`src/rtl/ts_packet_sync_if.sv`:
```
// Byte-stream interface for the TS synchronizer: raw TS bytes in, framed packet bytes out.
// The slave modport is the synchronizer's view; master is the surrounding source/sink.
interface ts_packet_sync_if #(
    parameter int DATA_WIDTH = 8
);
    logic                  valid;
    logic [DATA_WIDTH-1:0] byte_data;
    logic                  pkt_valid;
    logic [DATA_WIDTH-1:0] pkt_data;
    logic                  pkt_sop;
    logic                  pkt_eop;
    logic                  sync_err;

    modport master (
        output valid,
        output byte_data,
        input  pkt_valid,
        input  pkt_data,
        input  pkt_sop,
        input  pkt_eop,
        input  sync_err
    );

    modport slave (
        input  valid,
        input  byte_data,
        output pkt_valid,
        output pkt_data,
        output pkt_sop,
        output pkt_eop,
        output sync_err
    );
endinterface

```
`src/rtl/ts_packet_sync.sv`:
```
// MPEG-2 TS byte-stream synchronizer: hunts for the sync byte, verifies periodic alignment,
// then emits framed packets with header fields, flywheel error marking and statistics.
module ts_packet_sync #(
    parameter int                    DATA_WIDTH    = 8,
    parameter int                    PKT_LEN       = 188,
    parameter logic [DATA_WIDTH-1:0] SYNC_BYTE     = 8'h47,
    parameter int                    LOCK_THRESH   = 3,
    parameter int                    UNLOCK_THRESH = 3,
    parameter int                    CNT_WIDTH     = 16
) (
    input  logic                 clk,
    input  logic                 rstn,
    ts_packet_sync_if.slave      bus,
    output logic                 locked,
    output logic                 hdr_valid,
    output logic                 tei,
    output logic [12:0]          pid,
    output logic [3:0]           cc,
    output logic                 sync_loss,
    output logic [CNT_WIDTH-1:0] pkt_count,
    output logic [CNT_WIDTH-1:0] loss_count
);

    localparam int BW = $clog2(PKT_LEN);
    localparam int GW = $clog2(LOCK_THRESH + 1);
    localparam int XW = $clog2(UNLOCK_THRESH + 1);
    localparam logic [BW-1:0] LAST_POS = BW'(PKT_LEN - 1);
    localparam logic [GW-1:0] LOCK_N   = GW'(LOCK_THRESH);
    localparam logic [XW-1:0] UNLOCK_N = XW'(UNLOCK_THRESH);

    typedef enum logic [1:0] {HUNT, VERIFY, LOCKED} state_t;

    state_t        state_q, state_d;
    logic [BW-1:0] byte_cnt_q, byte_cnt_d;
    logic [GW-1:0] good_cnt_q, good_cnt_d, good_inc;
    logic [XW-1:0] bad_cnt_q, bad_cnt_d, bad_inc;
    logic          pkt_err_q, pkt_err_d;
    logic          hdr_tei_q;
    logic [4:0]    hdr_pid_hi_q;
    logic [7:0]    hdr_pid_lo_q;
    logic          is_sync, at_sync, emit, drop_lock, err_now;

    assign is_sync  = (bus.byte_data == SYNC_BYTE);
    assign at_sync  = (byte_cnt_q == '0);
    assign good_inc = good_cnt_q + GW'(1);
    assign bad_inc  = bad_cnt_q + XW'(1);
    assign locked   = (state_q == LOCKED);

    always_ff @(posedge clk or negedge rstn) begin
        if (!rstn) begin
            state_q <= HUNT;
        end else begin
            state_q <= state_d;
        end
    end

    always_comb begin
        state_d = state_q;
        if (bus.valid) begin
            case (state_q)
                HUNT: begin
                    if (is_sync) state_d = VERIFY;
                end
                VERIFY: begin
                    if (at_sync) begin
                        if (!is_sync)               state_d = HUNT;
                        else if (good_inc == LOCK_N) state_d = LOCKED;
                    end
                end
                LOCKED: begin
                    if (at_sync && !is_sync && (bad_inc == UNLOCK_N)) state_d = HUNT;
                end
                default: state_d = HUNT;
            endcase
        end
    end

    // The byte that completes the lock is emitted; the byte that drops lock is not.
    always_comb begin
        emit       = bus.valid && (state_d == LOCKED);
        drop_lock  = bus.valid && (state_q == LOCKED) && (state_d == HUNT);
        err_now    = at_sync ? !is_sync : pkt_err_q;
        byte_cnt_d = byte_cnt_q;
        good_cnt_d = good_cnt_q;
        bad_cnt_d  = bad_cnt_q;
        pkt_err_d  = pkt_err_q;
        if (bus.valid) begin
            if (state_d == HUNT) begin
                byte_cnt_d = '0;
                good_cnt_d = '0;
                bad_cnt_d  = '0;
                pkt_err_d  = 1'b0;
            end else begin
                if (state_q == HUNT)            byte_cnt_d = BW'(1);
                else if (byte_cnt_q == LAST_POS) byte_cnt_d = '0;
                else                             byte_cnt_d = byte_cnt_q + BW'(1);

                if (state_q == HUNT)                  good_cnt_d = GW'(1);
                else if (state_q == VERIFY && at_sync) good_cnt_d = good_inc;

                if (state_q == LOCKED && at_sync) begin
                    bad_cnt_d = is_sync ? '0 : bad_inc;
                    pkt_err_d = !is_sync;
                end else if (state_q != LOCKED) begin
                    bad_cnt_d = '0;
                    pkt_err_d = 1'b0;
                end
            end
        end
    end

    // Header bytes 1 and 2 are staged so all three fields publish together with byte 3.
    always_ff @(posedge clk or negedge rstn) begin
        if (!rstn) begin
            byte_cnt_q    <= '0;
            good_cnt_q    <= '0;
            bad_cnt_q     <= '0;
            pkt_err_q     <= 1'b0;
            hdr_tei_q     <= 1'b0;
            hdr_pid_hi_q  <= '0;
            hdr_pid_lo_q  <= '0;
            bus.pkt_valid <= 1'b0;
            bus.pkt_data  <= '0;
            bus.pkt_sop   <= 1'b0;
            bus.pkt_eop   <= 1'b0;
            bus.sync_err  <= 1'b0;
            hdr_valid     <= 1'b0;
            tei           <= 1'b0;
            pid           <= '0;
            cc            <= '0;
            sync_loss     <= 1'b0;
            pkt_count     <= '0;
            loss_count    <= '0;
        end else begin
            byte_cnt_q    <= byte_cnt_d;
            good_cnt_q    <= good_cnt_d;
            bad_cnt_q     <= bad_cnt_d;
            pkt_err_q     <= pkt_err_d;
            bus.pkt_valid <= emit;
            bus.pkt_sop   <= emit && at_sync;
            bus.pkt_eop   <= emit && (byte_cnt_q == LAST_POS);
            bus.sync_err  <= emit && err_now;
            hdr_valid     <= emit && (byte_cnt_q == BW'(3));
            sync_loss     <= drop_lock;
            if (emit) begin
                bus.pkt_data <= bus.byte_data;
                if (byte_cnt_q == BW'(1)) begin
                    hdr_tei_q    <= bus.byte_data[7];
                    hdr_pid_hi_q <= bus.byte_data[4:0];
                end
                if (byte_cnt_q == BW'(2)) hdr_pid_lo_q <= bus.byte_data[7:0];
                if (byte_cnt_q == BW'(3)) begin
                    tei <= hdr_tei_q;
                    pid <= {hdr_pid_hi_q, hdr_pid_lo_q};
                    cc  <= bus.byte_data[3:0];
                end
                if ((byte_cnt_q == LAST_POS) && (pkt_count != '1)) pkt_count <= pkt_count + CNT_WIDTH'(1);
            end
            if (drop_lock && (loss_count != '1)) loss_count <= loss_count + CNT_WIDTH'(1);
        end
    end

endmodule

```
`src/flat_wrapper.sv`:
```
// flat-port wrapper written by rule: the top's interface ports become plain ports
module ts_packet_sync_flat 
#(
    parameter int                    DATA_WIDTH    = 8,
    parameter int                    PKT_LEN       = 188,
    parameter logic [DATA_WIDTH-1:0] SYNC_BYTE     = 8'h47,
    parameter int                    LOCK_THRESH   = 3,
    parameter int                    UNLOCK_THRESH = 3,
    parameter int                    CNT_WIDTH     = 16
)
  (clk, rstn, locked, hdr_valid, tei, pid, cc, sync_loss, pkt_count, loss_count, bus_valid, bus_byte_data, bus_pkt_valid, bus_pkt_data, bus_pkt_sop, bus_pkt_eop, bus_sync_err);
  ts_packet_sync_if #(.DATA_WIDTH(DATA_WIDTH)) bus_i ();
  input  logic clk;
  input  logic rstn;
  output logic locked;
  output logic hdr_valid;
  output logic tei;
  output logic [12:0] pid;
  output logic [3:0] cc;
  output logic sync_loss;
  output logic [CNT_WIDTH-1:0] pkt_count;
  output logic [CNT_WIDTH-1:0] loss_count;
  input wire logic [$bits(bus_i.valid)-1:0] bus_valid;
  input wire logic [$bits(bus_i.byte_data)-1:0] bus_byte_data;
  output wire logic [$bits(bus_i.pkt_valid)-1:0] bus_pkt_valid;
  output wire logic [$bits(bus_i.pkt_data)-1:0] bus_pkt_data;
  output wire logic [$bits(bus_i.pkt_sop)-1:0] bus_pkt_sop;
  output wire logic [$bits(bus_i.pkt_eop)-1:0] bus_pkt_eop;
  output wire logic [$bits(bus_i.sync_err)-1:0] bus_sync_err;
  assign bus_i.valid = bus_valid;
  assign bus_i.byte_data = bus_byte_data;
  assign bus_pkt_valid = bus_i.pkt_valid;
  assign bus_pkt_data = bus_i.pkt_data;
  assign bus_pkt_sop = bus_i.pkt_sop;
  assign bus_pkt_eop = bus_i.pkt_eop;
  assign bus_sync_err = bus_i.sync_err;
  ts_packet_sync #(.DATA_WIDTH(DATA_WIDTH), .PKT_LEN(PKT_LEN), .SYNC_BYTE(SYNC_BYTE), .LOCK_THRESH(LOCK_THRESH), .UNLOCK_THRESH(UNLOCK_THRESH), .CNT_WIDTH(CNT_WIDTH)) u_core (.clk(clk), .rstn(rstn), .bus(bus_i), .locked(locked), .hdr_valid(hdr_valid), .tei(tei), .pid(pid), .cc(cc), .sync_loss(sync_loss), .pkt_count(pkt_count), .loss_count(loss_count));
endmodule
```
`config.mk`:
```
export PLATFORM = sky130hd
export DESIGN_NAME = ts_packet_sync_flat
export DESIGN_NICKNAME = d
export VERILOG_FILES = /design/src/rtl/ts_packet_sync_if.sv /design/src/rtl/ts_packet_sync.sv /design/src/flat_wrapper.sv
export SDC_FILE = /design/constraint.sdc
export NUM_CORES = 1
export LEC_CHECK = 0
export CORE_MARGIN = 8
export CORE_UTILIZATION = 45
export CTS_CLUSTER_SIZE = 40
export DETAILED_ROUTE_END_ITERATION = 10
export HOLD_SLACK_MARGIN = 0.08
export PLACE_DENSITY_LB_ADDON = 0.3
export SYNTH_ARGS = -nofsm -noshare
export SYNTH_HDL_FRONTEND = slang
export SYNTH_SLANG_ARGS = --single-unit
```
`constraint.sdc`:
```
create_clock -name clk -period 2.2 [get_ports clk]
set_input_delay 0.44 -clock clk [delete_from_list [all_inputs] [get_ports clk]]
set_output_delay 0.44 -clock clk [all_outputs]
set_load 0.01 [all_outputs]
```
==> qor.txt <==
run status: complete, but fails checks
failing checks: setup timing
met3 Track Usage GR: 4.07%
I/O pin count: 76
number of global-route vias before repair: 3,437
internal power: 2.40 mW
detailed placement HPWL: 7230 um
final period demand of the worst path: 2.27 ns
combinational family with the most area after synthesis: simple AND/OR/NAND/NOR gates
Synth area leader: dfrtp_1
later-pin clock latency in the skew report: 0.36 ns
prevailing post-synth register cell: dfrtp_1
Post-Route WL: 11,000 um
post-route clock skew: 0.0102 ns
Clk network pwr share: 40.7%
Synth Area in Compound Gates: 6.81%
Synth Area in XOR/XNOR: 6.14%
n_diodes: 0
vias per cell: 5.26
DRC viols: 0
setup_tns: -1.29 ns
overall global routing resource usage: 16.4%
PnR worst setup slack: -0.0699 ns
sw frac: 22.2%
total gr overflow: 0
routability cong.: 0.814
pre-CTS setup slack: -0.561 ns
CTS tree: done
relative slew slack: 62.4%
Ys Warns: 0
CTS root buf: clkbuf_8
via count: 3,397
clk sinks: 93
initial antenna violation count: 0
Die X: 114 um
multi-input logic area: 0.00207 mm2
IO Port Bufs: 75
Top Family by Delay on Critical Path: simple AND/OR/NAND/NOR gates
Clk pin slew, worst setup/hold paths: 0.08 ns
Synth area leaders: dfrtp_1 54%, mux2_1 5.5%, nand2_1 4.6%
row cnt: 35
sequential fraction of the synthesis area: 54.4%
DR iter-0 viols: 166
sequential power share: 55.5%
most used routing layer: met2
Lkg Pwr: 2.96 nW
Post-Synth Simple-Gate Area: 18.2%
CP Capture Type: flip-flop
Slew @ Worst Pin: 0.564 ns
layout cells sized above 1: 29.0%
worst hold path type: input port to flip-flop
Fmax achieved: 0.441 GHz
Buf/Inv on CP: 4
hold_ws: 0.452 ns
Hold Vio Cnt, Final: 0
mux share of post-synthesis cell area: 8.94%
Routed wire per std cell: 17.0 um
final setup fails: 39
CP startpoint kind: input port
Max-Cap Viols: 0
combinational share of power: 3.8%
die area: 0.0129 mm2
Post-Synthesis Cells: 374
TritonRoute pass-1 iters: 4
met2 usage: 27.3%
Yosys top cell area share: 54.4%
ANT nets after route: 0
fillers: 685
met1 usage: 20.5%
Core Region: 0.00924 mm2
Mapped Avg Cell Area: 11.4 um2
pin count of the biggest net entering global routing: 45
Pins Over Slew Limit: 0
#FFs+latches synth: 93
most frequent cell after synthesis: dfrtp_1
Initial Util: 46.3%
EDFF count, synth: 0
ys async rst share: 100%
unrepaired setup endpoints after global routing: true
WP data arrival: 2.51 ns
period utilization: 103%
crit-path cells: dlygate4sd2_1 > and4b_2 > nand2_2 > buf_6 > nor4_4 > nor2_2 > inv_2 > and3_4 > clkbuf_16 > mux2_4
Seq. cell area: 0.00233 mm2
Post-synth top cells: 93 x dfrtp_1, 52 x nand2_1, 21 x mux2_1, 21 x xnor2_1, 18 x nand3_1
area delta synth->final: 44.5%
Post-Synth Adder-Cell Area: 2.34%
Nets: 531
H-tree Lvls: 3
Unique masters post-synth: 46
Post-Syn Area: 0.00428 mm2
critical path class: input port to flip-flop
global-route wire length before repair: 17,200 um
synthesized net count: 393
Clock Path Buffers: 2
Peak VDD IR: 0.000329 V
Worst path slowest cell: and4b_2
slowest stage delay, CP: 0.35 ns
switching power: 684 uW
WP data required: 2.44 ns
critical path fanouts, max: 5
power per cell area: 499 mW/mm2
Die Span Y: 114 um
Num CTS Buffers: 9
==> cell families after synthesis <==
logic type	after synthesis
compound gates	38
xor+xnor	30
fa+ha+maj	8
buf+inv	26
flops	93
mux	34
simple gates	145
==> flip-flops by register name (all words and copies together), names as in the netlist <==
register / cells
u_core.bus.sync_err: 1
u_core.hdr_tei_q: 1
u_core.hdr_pid_lo_q: 8
u_core.bus.pkt_sop: 1
u_core.hdr_valid: 1
u_core.byte_cnt_q: 8
u_core.loss_count: 16
u_core.pkt_count: 16
u_core.sync_loss: 1
u_core.state_q: 2
u_core.bus.pkt_valid: 1
u_core.tei: 1
u_core.bad_cnt_q: 2
u_core.pid: 13
u_core.hdr_pid_hi_q: 5
u_core.pkt_err_q: 1
u_core.good_cnt_q: 2
u_core.bus.pkt_data: 8
u_core.cc: 4
u_core.bus.pkt_eop: 1
==> power groups by stage <==
stage               sequential, mW  clock [mW]  combinational (mW)
finish                        1.71        1.26               0.117
global placement              1.75           0               0.116
floorplan                     1.75           0              0.0237
CTS                           1.71        1.27               0.117
global route                  1.71        1.36               0.131
detailed placement            1.75           0               0.119
==> metal layers <==
metal  share of wire, %  routed length, um
met3                4.8                527
met1                 44               4850
met4                1.2                129
met2                 50               5450
met5                  0                  0
==> timing repair <==
action / in CTS / in global routing
hold endpoints to repair: 27 / 0
setup buffers: 9 / 8
hold buffers: 1 / 0
pin swaps: 12 / 18
gates resized for setup: 30 / 49
endpoints found under the setup margin: 49 / 67
gates cloned: 2 / 2
==> cells in the final DEF (no fill, tap or decap), types with 11 or more instances in the layout <==
master,synthesis,layout
buf_4,0,52
nand3_1,18,18
mux2_4,0,20
nand2_1,52,47
mux2_2,13,11
and3_1,15,12
dfrtp_1,93,93
xnor2_1,21,19
clkdlybuf4s50_1,0,65
nor2_1,16,16
nand4_1,11,11
==> worst reg2reg max path, delay by kind of cell (launching register included) <==
family / cells / cell delay [ns]
AOI/OAI and AO/OA: 1 / 0.13
adders and majority gates: 1 / 0.13
buffers and inverters: 4 / 0.43
DFF: 1 / 0.41
muxes: 1 / 0.30
and+or+nand+nor: 4 / 0.74
==> stage by stage <==
step	instances	cell area (um2)	util, %	total power [mW]
6_report	646	6180	66.9	3.09
5_1_grt	646	6180	66.9	3.20
4_1_cts	638	5920	64.0	3.10
3_5_place_dp	611	5490	59.4	1.87
3_3_place_gp	611	5490	59.4	1.86
2_1_floorplan	374	4290	-	1.77
==> cell type report <==
type	instances	share of cell area, %
timing repair buffer	141	22.0
sequential	93	37.6
inverter	12	0.728
multi-input combinational	255	33.5
clock inverter	5	1.36
tap	129	2.61
clock buffer	11	2.12
==> worst paths after layout <==
| check | from | end | slack [ns] | cells past startpoint |
|---|---|---|---|---|
| worst max-delay path | bus_byte_data[3] | u_core.pid[4] | -0.07 | 10 |
| worst min-delay path | bus_byte_data[7] | u_core.bus.pkt_data[7] | 0.45 | 4 |
| worst max register to register | u_core.byte_cnt_q[0] | u_core.hdr_pid_lo_q[7] | -0.05 | 11 |
| worst min register to register | u_core.bus.pkt_data[6] | u_core.bus.pkt_data[6] | 0.48 | 2 |
| max in group asynchronous | rstn | u_core.byte_cnt_q[5] | 0.96 | 3 |
| min in group asynchronous | rstn | u_core.hdr_pid_lo_q[1] | 0.60 | 2 |
No activity file was read; power rests on OpenSTA's default activity.
